## config.mk

```make
export PLATFORM = sky130hd
export DESIGN_NAME = zeroheti_obi_apb_bridge
export DESIGN_NICKNAME = d
export VERILOG_FILES = /design/src/rtl/zeroheti_obi_apb_bridge.sv
export SDC_FILE = /design/constraint.sdc
export NUM_CORES = 1
export LEC_CHECK = 0
export ABC_AREA = 1
export CAP_MARGIN = 20
export CORE_MARGIN = 10
export CORE_UTILIZATION = 30
export DETAILED_ROUTE_END_ITERATION = 8
export SETUP_SLACK_MARGIN = 0.3
export SYNTH_ARGS = -nofsm -noshare
export SYNTH_HDL_FRONTEND = slang
export SYNTH_SLANG_ARGS = --single-unit
```

## constraint.sdc

```tcl
create_clock -name clk_i -period 4.3 [get_ports clk_i]
set_clock_uncertainty 0.2 [all_clocks]
set_input_delay 0.86 -clock clk_i [delete_from_list [all_inputs] [get_ports clk_i]]
set_output_delay 0.86 -clock clk_i [all_outputs]
set_load 0.05 [all_outputs]
```

## src/rtl/zeroheti_obi_apb_bridge.sv

```systemverilog
// OBI -> APB4 bridge serving several APB subordinates.
// One contiguous address window starting at BaseAddr is split into NumPeriphs slots of
// PeriphSize bytes. Each slot has its own psel/pready/prdata/pslverr. Accesses outside the
// window complete immediately with an error. A PREADY timeout aborts hung accesses.
//
// Ports:
//   clk_i, rst_ni                 clock, asynchronous active-low reset
//   obi_req_i / obi_gnt_o         OBI handshake; one transaction outstanding
//   obi_addr_i, obi_we_i,
//   obi_be_i, obi_wdata_i         OBI request payload
//   obi_rvalid_o, obi_rdata_o,
//   obi_err_o                     OBI response (one cycle, no backpressure)
//   paddr_o, pwrite_o, pwdata_o,
//   pstrb_o, pprot_o, psel_o,
//   penable_o                     APB4 requester outputs (zero while no slot is selected)
//   pready_i, prdata_i, pslverr_i per-slot APB4 responses
module zeroheti_obi_apb_bridge #(
  parameter int unsigned NumPeriphs = 4,
  parameter int unsigned AddrWidth = 32,
  parameter int unsigned DataWidth = 32,
  parameter logic [AddrWidth-1:0] BaseAddr = AddrWidth'(32'h0003_0000),
  parameter logic [AddrWidth-1:0] PeriphSize = AddrWidth'(32'h0000_1000),
  parameter int unsigned TimeoutCycles = 255
) (
  input  logic                                clk_i,
  input  logic                                rst_ni,
  input  logic                                obi_req_i,
  output logic                                obi_gnt_o,
  input  logic [AddrWidth-1:0]                obi_addr_i,
  input  logic                                obi_we_i,
  input  logic [DataWidth/8-1:0]              obi_be_i,
  input  logic [DataWidth-1:0]                obi_wdata_i,
  output logic                                obi_rvalid_o,
  output logic [DataWidth-1:0]                obi_rdata_o,
  output logic                                obi_err_o,
  output logic [AddrWidth-1:0]                paddr_o,
  output logic                                pwrite_o,
  output logic [DataWidth-1:0]                pwdata_o,
  output logic [DataWidth/8-1:0]              pstrb_o,
  output logic [2:0]                          pprot_o,
  output logic [NumPeriphs-1:0]               psel_o,
  output logic                                penable_o,
  input  logic [NumPeriphs-1:0]               pready_i,
  input  logic [NumPeriphs-1:0][DataWidth-1:0] prdata_i,
  input  logic [NumPeriphs-1:0]               pslverr_i
);

  localparam int unsigned IdxW = (NumPeriphs > 1) ? $clog2(NumPeriphs) : 1;
  localparam int unsigned CntW = (TimeoutCycles == 0) ? 1 : $clog2(TimeoutCycles + 1);
  localparam int unsigned PeriphShift = $clog2(PeriphSize);
  localparam logic [CntW-1:0] TimeoutLast =
      CntW'((TimeoutCycles == 0) ? 0 : TimeoutCycles - 1);

  typedef enum logic [1:0] {StIdle, StSetup, StAccess, StResp} state_e;

  state_e                 state_q, state_d;
  logic [AddrWidth-1:0]   addr_q;
  logic                   we_q;
  logic [DataWidth/8-1:0] be_q;
  logic [DataWidth-1:0]   wdata_q;
  logic [IdxW-1:0]        idx_q;
  logic [DataWidth-1:0]   rdata_q, rdata_d;
  logic                   err_q, err_d;
  logic [CntW-1:0]        cnt_q, cnt_d;

  // Address decode of the incoming request; only used on the grant cycle.
  logic [AddrWidth-1:0] dec_off;
  logic [AddrWidth-1:0] dec_slot;
  logic                 dec_hit;

  assign dec_off  = obi_addr_i - BaseAddr;
  assign dec_slot = dec_off >> PeriphShift;
  assign dec_hit  = (obi_addr_i >= BaseAddr) && (dec_slot < AddrWidth'(NumPeriphs));

  assign obi_gnt_o = obi_req_i && (state_q == StIdle);

  always_comb begin
    state_d = state_q;
    cnt_d   = cnt_q;
    rdata_d = rdata_q;
    err_d   = err_q;
    unique case (state_q)
      StIdle: begin
        if (obi_gnt_o) begin
          if (dec_hit) begin
            state_d = StSetup;
          end else begin
            // Decode miss: answer straight away, no APB activity.
            state_d = StResp;
            rdata_d = '0;
            err_d   = 1'b1;
          end
        end
      end
      StSetup: begin
        state_d = StAccess;
        cnt_d   = '0;
      end
      StAccess: begin
        // PREADY takes priority over the timeout on the same cycle.
        if (pready_i[idx_q]) begin
          rdata_d = we_q ? '0 : prdata_i[idx_q];
          err_d   = pslverr_i[idx_q];
          state_d = StResp;
        end else if ((TimeoutCycles != 0) && (cnt_q == TimeoutLast)) begin
          rdata_d = '0;
          err_d   = 1'b1;
          state_d = StResp;
        end else begin
          cnt_d = cnt_q + 1'b1;
        end
      end
      StResp: begin
        state_d = StIdle;
      end
      default: begin
        state_d = StIdle;
      end
    endcase
  end

  always_ff @(posedge clk_i or negedge rst_ni) begin
    if (!rst_ni) begin
      state_q <= StIdle;
      addr_q  <= '0;
      we_q    <= 1'b0;
      be_q    <= '0;
      wdata_q <= '0;
      idx_q   <= '0;
      rdata_q <= '0;
      err_q   <= 1'b0;
      cnt_q   <= '0;
    end else begin
      state_q <= state_d;
      rdata_q <= rdata_d;
      err_q   <= err_d;
      cnt_q   <= cnt_d;
      if (obi_gnt_o) begin
        addr_q  <= obi_addr_i;
        we_q    <= obi_we_i;
        be_q    <= obi_be_i;
        wdata_q <= obi_wdata_i;
        idx_q   <= dec_slot[IdxW-1:0];
      end
    end
  end

  logic                  apb_active;
  logic                  resp;
  logic [NumPeriphs-1:0] sel_onehot;

  assign apb_active = (state_q == StSetup) || (state_q == StAccess);
  assign resp       = (state_q == StResp);
  assign sel_onehot = NumPeriphs'(1) << idx_q;

  assign psel_o    = apb_active ? sel_onehot : '0;
  assign penable_o = (state_q == StAccess);
  assign paddr_o   = apb_active ? addr_q : '0;
  assign pwrite_o  = apb_active && we_q;
  assign pwdata_o  = apb_active ? wdata_q : '0;
  assign pstrb_o   = (apb_active && we_q) ? be_q : '0;
  assign pprot_o   = 3'b000;

  assign obi_rvalid_o = resp;
  assign obi_rdata_o  = resp ? rdata_q : '0;
  assign obi_err_o    = resp && err_q;

endmodule

```

Word level (Yosys, flattened, before mapping)
Cells that the tools add are included.
{ "classes": {"n_addsub": 2, "magnitude_cmp": 3, "n_eq_ne": 9, "shifts": 1, "muxes": 30, "n_reduce_logical": 11} }
{ "op_table": {"columns": ["op", "count"], "rows": [
  ["$mux W32", 9],
  ["$bmux W32 S2", 1],
  ["$pmux W32 S2", 1],
  ["$ge A32 B18 Y1 const B", 1],
  ["$sub A32 B18 Y32 const B", 1],
  ["$lt A20 B3 Y1 const B", 1],
  ["$mux W8", 2],
  ["$pmux W8 S2", 1],
  ["$add A8 B1 Y8 const B", 1],
  ["$eq A8 B8 Y1 const B", 1],
  ["$mux W2", 4],
  ["$mux W4", 2],
  ["$ne A2 B2 Y1 const B", 4],
  ["$pmux W2 S4", 1],
  ["$mux W1", 6],
  ["$bmux W1 S2", 2],
  ["$eq A2 B2 Y1 const B", 2],
  ["$logic_and A1 B1 Y1", 4],
  ["$reduce_and A4 Y1", 1],
  ["$reduce_bool A2 Y1", 2],
  ["$shl A1 B2 Y4 const A", 1],
  ["$lt A2 B3 Y1 const B", 1],
  ["$ne A3 B1 Y1 const B", 1],
  ["$reduce_and A3 Y1", 1],
  ["5 further kinds", 5]
]} }
{ "totals": {"reg_bits": 114, "in_bits": 208, "out_inout_bits": 112} }

Longest topological paths before layout
{ "depth": {"word_depth": 6, "mapped_depth": 12} }

Worst setup path after synthesis
OpenSTA, ideal clock, no wires.
{ "synth_timing": {"path_kind": "flip-flop to output port", "from": "reg addr_q[13] (netlist name)", "to": "out psel_o[0]", "t_arrival_ns": 1.855, "required_time_ns": 3.240, "setup_slack_ns": 1.385, "path_stages_with_launch": 4, "n_path_buf": 2, "path_cell_list": "dfrtp_1 -> buf_2 -> buf_1 -> nor3_1"} }
{ "synth_lines": {"columns": ["item", "line_no", "source"], "rows": [
  ["end, declared", "41", "output logic [NumPeriphs-1:0] psel_o,"]
]} }

Worst setup path in the final report
{ "layout_timing": {"from": "reg state_q[1]", "to": "out pwdata_o[1]"} }
{ "layout_via": {"elab_chain_len": 3, "word_cells_on_any_way": 4, "classes_between": "eq/ne (2); mux (1); reduce/logical (1)"} }
{ "layout_lines": {"columns": ["item", "line_no", "source"], "rows": [
  ["start, declared", "56", "state_e state_q, state_d;"],
  ["start signal, assigned", "124", "state_q <= StIdle;"],
  ["start signal, assigned", "134", "state_q <= state_d;"],
  ["$eq A2 B1 Y1 / $eq A2 B2 Y1 (equally long branches)", "152", "assign apb_active = (state_q == StSetup) || (state_q == StAccess);"],
  ["$logic_or A1 B1 Y1 *", "152", null],
  ["$mux W32 *", "160", "assign pwdata_o = apb_active ? wdata_q : '0;"],
  ["end, declared", "38", "output logic [DataWidth-1:0] pwdata_o,"]
]} }
Every way passes the cells marked *; elsewhere a longest branch is shown, timed or not.

==> results.tsv <==
stage	metric	value	unit
timing	Tmin final	3.80	ns
clocking	Reg clk slew, reported paths	0.08	ns
drt	drt pass-1 iters	5	
timing	Setup Viol. Count Final	0	
cells_and_area	area grow syn2layout	55.1	%
worst_setup_path	CP endpoint kind	primary output	
drt	Starting DRT DRC Count	376	
clocking	total CTS buffers	9	
worst_setup_path	crit path DAT	2.74	ns
floorplanning	Die Span Y	171	um
clocking	worst skew pair latency	0.35	ns
cells_and_area	number of fill cells in the layout	2335	
worst_setup_path	Worst EP required	3.24	ns
global_routing	gr ovfl total	0	
logic_synthesis	Synth Flop Type	dfrtp_1	
global_routing	first-pass GRT wire length	42300	um
global_routing	largest net degree at the start of global routing	65	
logic_synthesis	Area contributors post-synth	dfrtp_1 (41%), nand2_1 (29%), nand3_1 (8.0%), inv_1 (6.4%), nand4_1 (3.3%)	
clocking	CTS HTree Levels	3	
logic_synthesis	most common library cells after synthesis	nand2_1 (527), inv_1 (116), dfrtp_1 (112), nand3_1 (109), nor2_1 (55)	
place	hpwl dp	20700	um
logic_synthesis	Ys Warns	0	
logic_synthesis	Syn Inst Count	1068	
power_and_ir_drop	peak supply drop	0.580	mV
worst_setup_path	critical path type	reg2out	
place	I/O Buffers	316	
logic_synthesis	register area share after synthesis	0.411	
drt	Residual DRC	0	
floorplanning	Core ar.	0.0225	mm2
place	gpl congestion	0.828	
drt	detailed-route wire length	27800	um
timing	Fmax	263	MHz
logic_synthesis	#FFs+latches synth	112	
floorplanning	Placement Rows	55	
logic_synthesis	synthesized area per cell	6.39	um2
drt	DR vias/cell	4.56	
worst_setup_path	CP Max Fanout	30	
timing	Slew Limit Fails	0	
floorplanning	die area	0.0292	mm2
worst_setup_path	crit-path most repeated cell	inv_1	
logic_synthesis	EDFF count, synth	0	
timing	unrepaired setup endpoints after global routing	no	
global_routing	Total Routing Usage GR	0.186	
power_and_ir_drop	pwr dens	767	mW/mm2
clocking	Sink Count	112	
floorplanning	initial core utilization	0.303	
logic_synthesis	Mapped Area	0.00682	mm2
drt	DR WL/cell	17.0	um
clocking	CTS tree	built	
timing	Fin Setup TNS	0	ns
worst_setup_path	CP startpoint kind	register	
logic_synthesis	synth unique cells	27	
worst_setup_path	slowest CP cell	clkdlybuf4s50_1	
cells_and_area	share of cells above drive strength 1	0.0371	
worst_setup_path	CP Launch Point	state_q[1]	
worst_setup_path	R2R cell count	10	
clocking	CTS Root Cell	clkbuf_16	
drt	antenna-violating nets left	0	
logic_synthesis	ys async rst share	1.00	
timing	Rel. slew slack	0.366	
floorplanning	num ports	320	
power_and_ir_drop	static leakage	6.00	nW
cells_and_area	diodes inserted	0	
worst_setup_path	slowest stage delay, CP	0.79	ns
clocking	clk buf depth	2	
logic_synthesis	post-synth top area share	0.411	
timing	Least-Margin Pin Slew	0.948	ns
hold_path	Hold Path Stages	2	
timing	fin crit share	0.885	
worst_setup_path	worst-path cell chain	inv_1, ha_2, buf_4, nand2_1, inv_1, clkdlybuf4s50_1	
logic_synthesis	most common cell in the synthesized netlist	nand2_1	
global_routing	initial antenna violation count	2	
worst_setup_path	Crit Reg-Reg Startpoint	addr_q[13]	
timing	final worst slack	0.496	ns
drt	via count	7455	
global_routing	vias in the first global route	7353	
hold_path	Hold Startpoint	rdata_q[10]	
timing	Fin. Hold Viols	0	
place	Setup WS pre-CTS	0.820	ns
logic_synthesis	area leader, netlist	dfrtp_1	
flow_run	max-cap violations	0	
floorplanning	die width	171	um
hold_path	Tightest Hold Check Type	reg2reg	
cells_and_area	Nets	1558	
run_status	outcome	finished, final reports clean	
path summary, 6_finish.rpt:
kind / endpoint / slack (ns)
worst max-delay path: pwdata_o[1] / 0.50
worst min-delay path: rdata_q[10] / 0.27
worst max register to register: rdata_q[22] / 1.08
worst min register to register: rdata_q[10] / 0.27
max in group asynchronous: addr_q[13] / 2.78
min in group asynchronous: rdata_q[20] / 0.31
cell families after synthesis:
group	after synthesis	synth area share
other	1	0.000550
AND/OR/NAND/NOR	738	0.448
adder cells (fa/ha/maj)	6	0.0110
XOR/XNOR	2	0.00257
flip-flops	112	0.411
AO/OA/AOI/OAI	20	0.0147
buffers and inverters	189	0.112
layout make-up:
class | count | area (um2) | area share
clock inverter | 7 | 101 | 0.00958
clock buffer | 9 | 225 | 0.0213
tap | 285 | 357 | 0.0337
multi-input combinational | 769 | 3270 | 0.309
timing repair buffer | 333 | 3380 | 0.319
inverter | 119 | 447 | 0.0422
sequential | 112 | 2810 | 0.265
placed cells by master (no fill, tap or decap), types with 3 or more instances in the layout:
cell / n
buf_4: 17
nand3_1: 109
clkbuf_16: 9
conb_1: 3
nand4_1: 36
dfrtp_1: 110
inv_2: 4
inv_1: 115
dlymetal6s2s_1: 27
ha_1: 5
clkdlybuf4s50_1: 287
o21ai_0: 18
nor2_1: 55
nand2_1: 526
what timing repair did:
item / in CTS / in global routing
setup endpoints to repair: 0 / 27
buffers inserted: 0 / 0
hold buffers: 0 / 0
resized for setup: 0 / 27
state kept, by name, indices dropped and copies added, names as in the netlist:
register and cells:
rdata_q 32, addr_q 32, we_q 1, cnt_q 8, be_q 4, state_q 2
err_q 1, wdata_q 32
metrics by stage:
stage                     hold slack (ns)  instances  total power, mW  utilization  area [um2]
after floorplan                     0.242       1070             5.44            -        6830
final                               0.272       1634             8.11        0.470       10600
after detailed placement            0.259       1618             7.28        0.453       10200
after global routing                0.295       1634             8.75        0.470       10600
after global placement              0.254       1618             7.25        0.453       10200
after CTS                           0.277       1634             8.25        0.467       10500
power breakdown:
part / total, mW / switching (mW) / internal (mW)
registers: 1.82 / 0.313 / 1.51
clock network: 0.931 / 0.412 / 0.519
logic: 5.36 / 3.73 / 1.63
total: 8.11 / 4.46 / 3.66
critical path: cells and delay by family, from the launching register on:
| kind | cells | cell delay [ns] |
|---|---|---|
| adder cells (fa/ha/maj) | 1 | 0.57 |
| AND/OR/NAND/NOR | 1 | 0.09 |
| buffers and inverters | 4 | 1.31 |
| flip-flops | 1 | 0.39 |
layer usage:
metal	up-vias	GRT usage	wire [um]
li1	3790	-	-
met1	3378	0.227	11800
met2	266	0.301	12800
met3	17	0.0735	2970
met4	4	0.0400	247
met5	-	0	31
No activity file was read; power rests on OpenSTA's default activity.
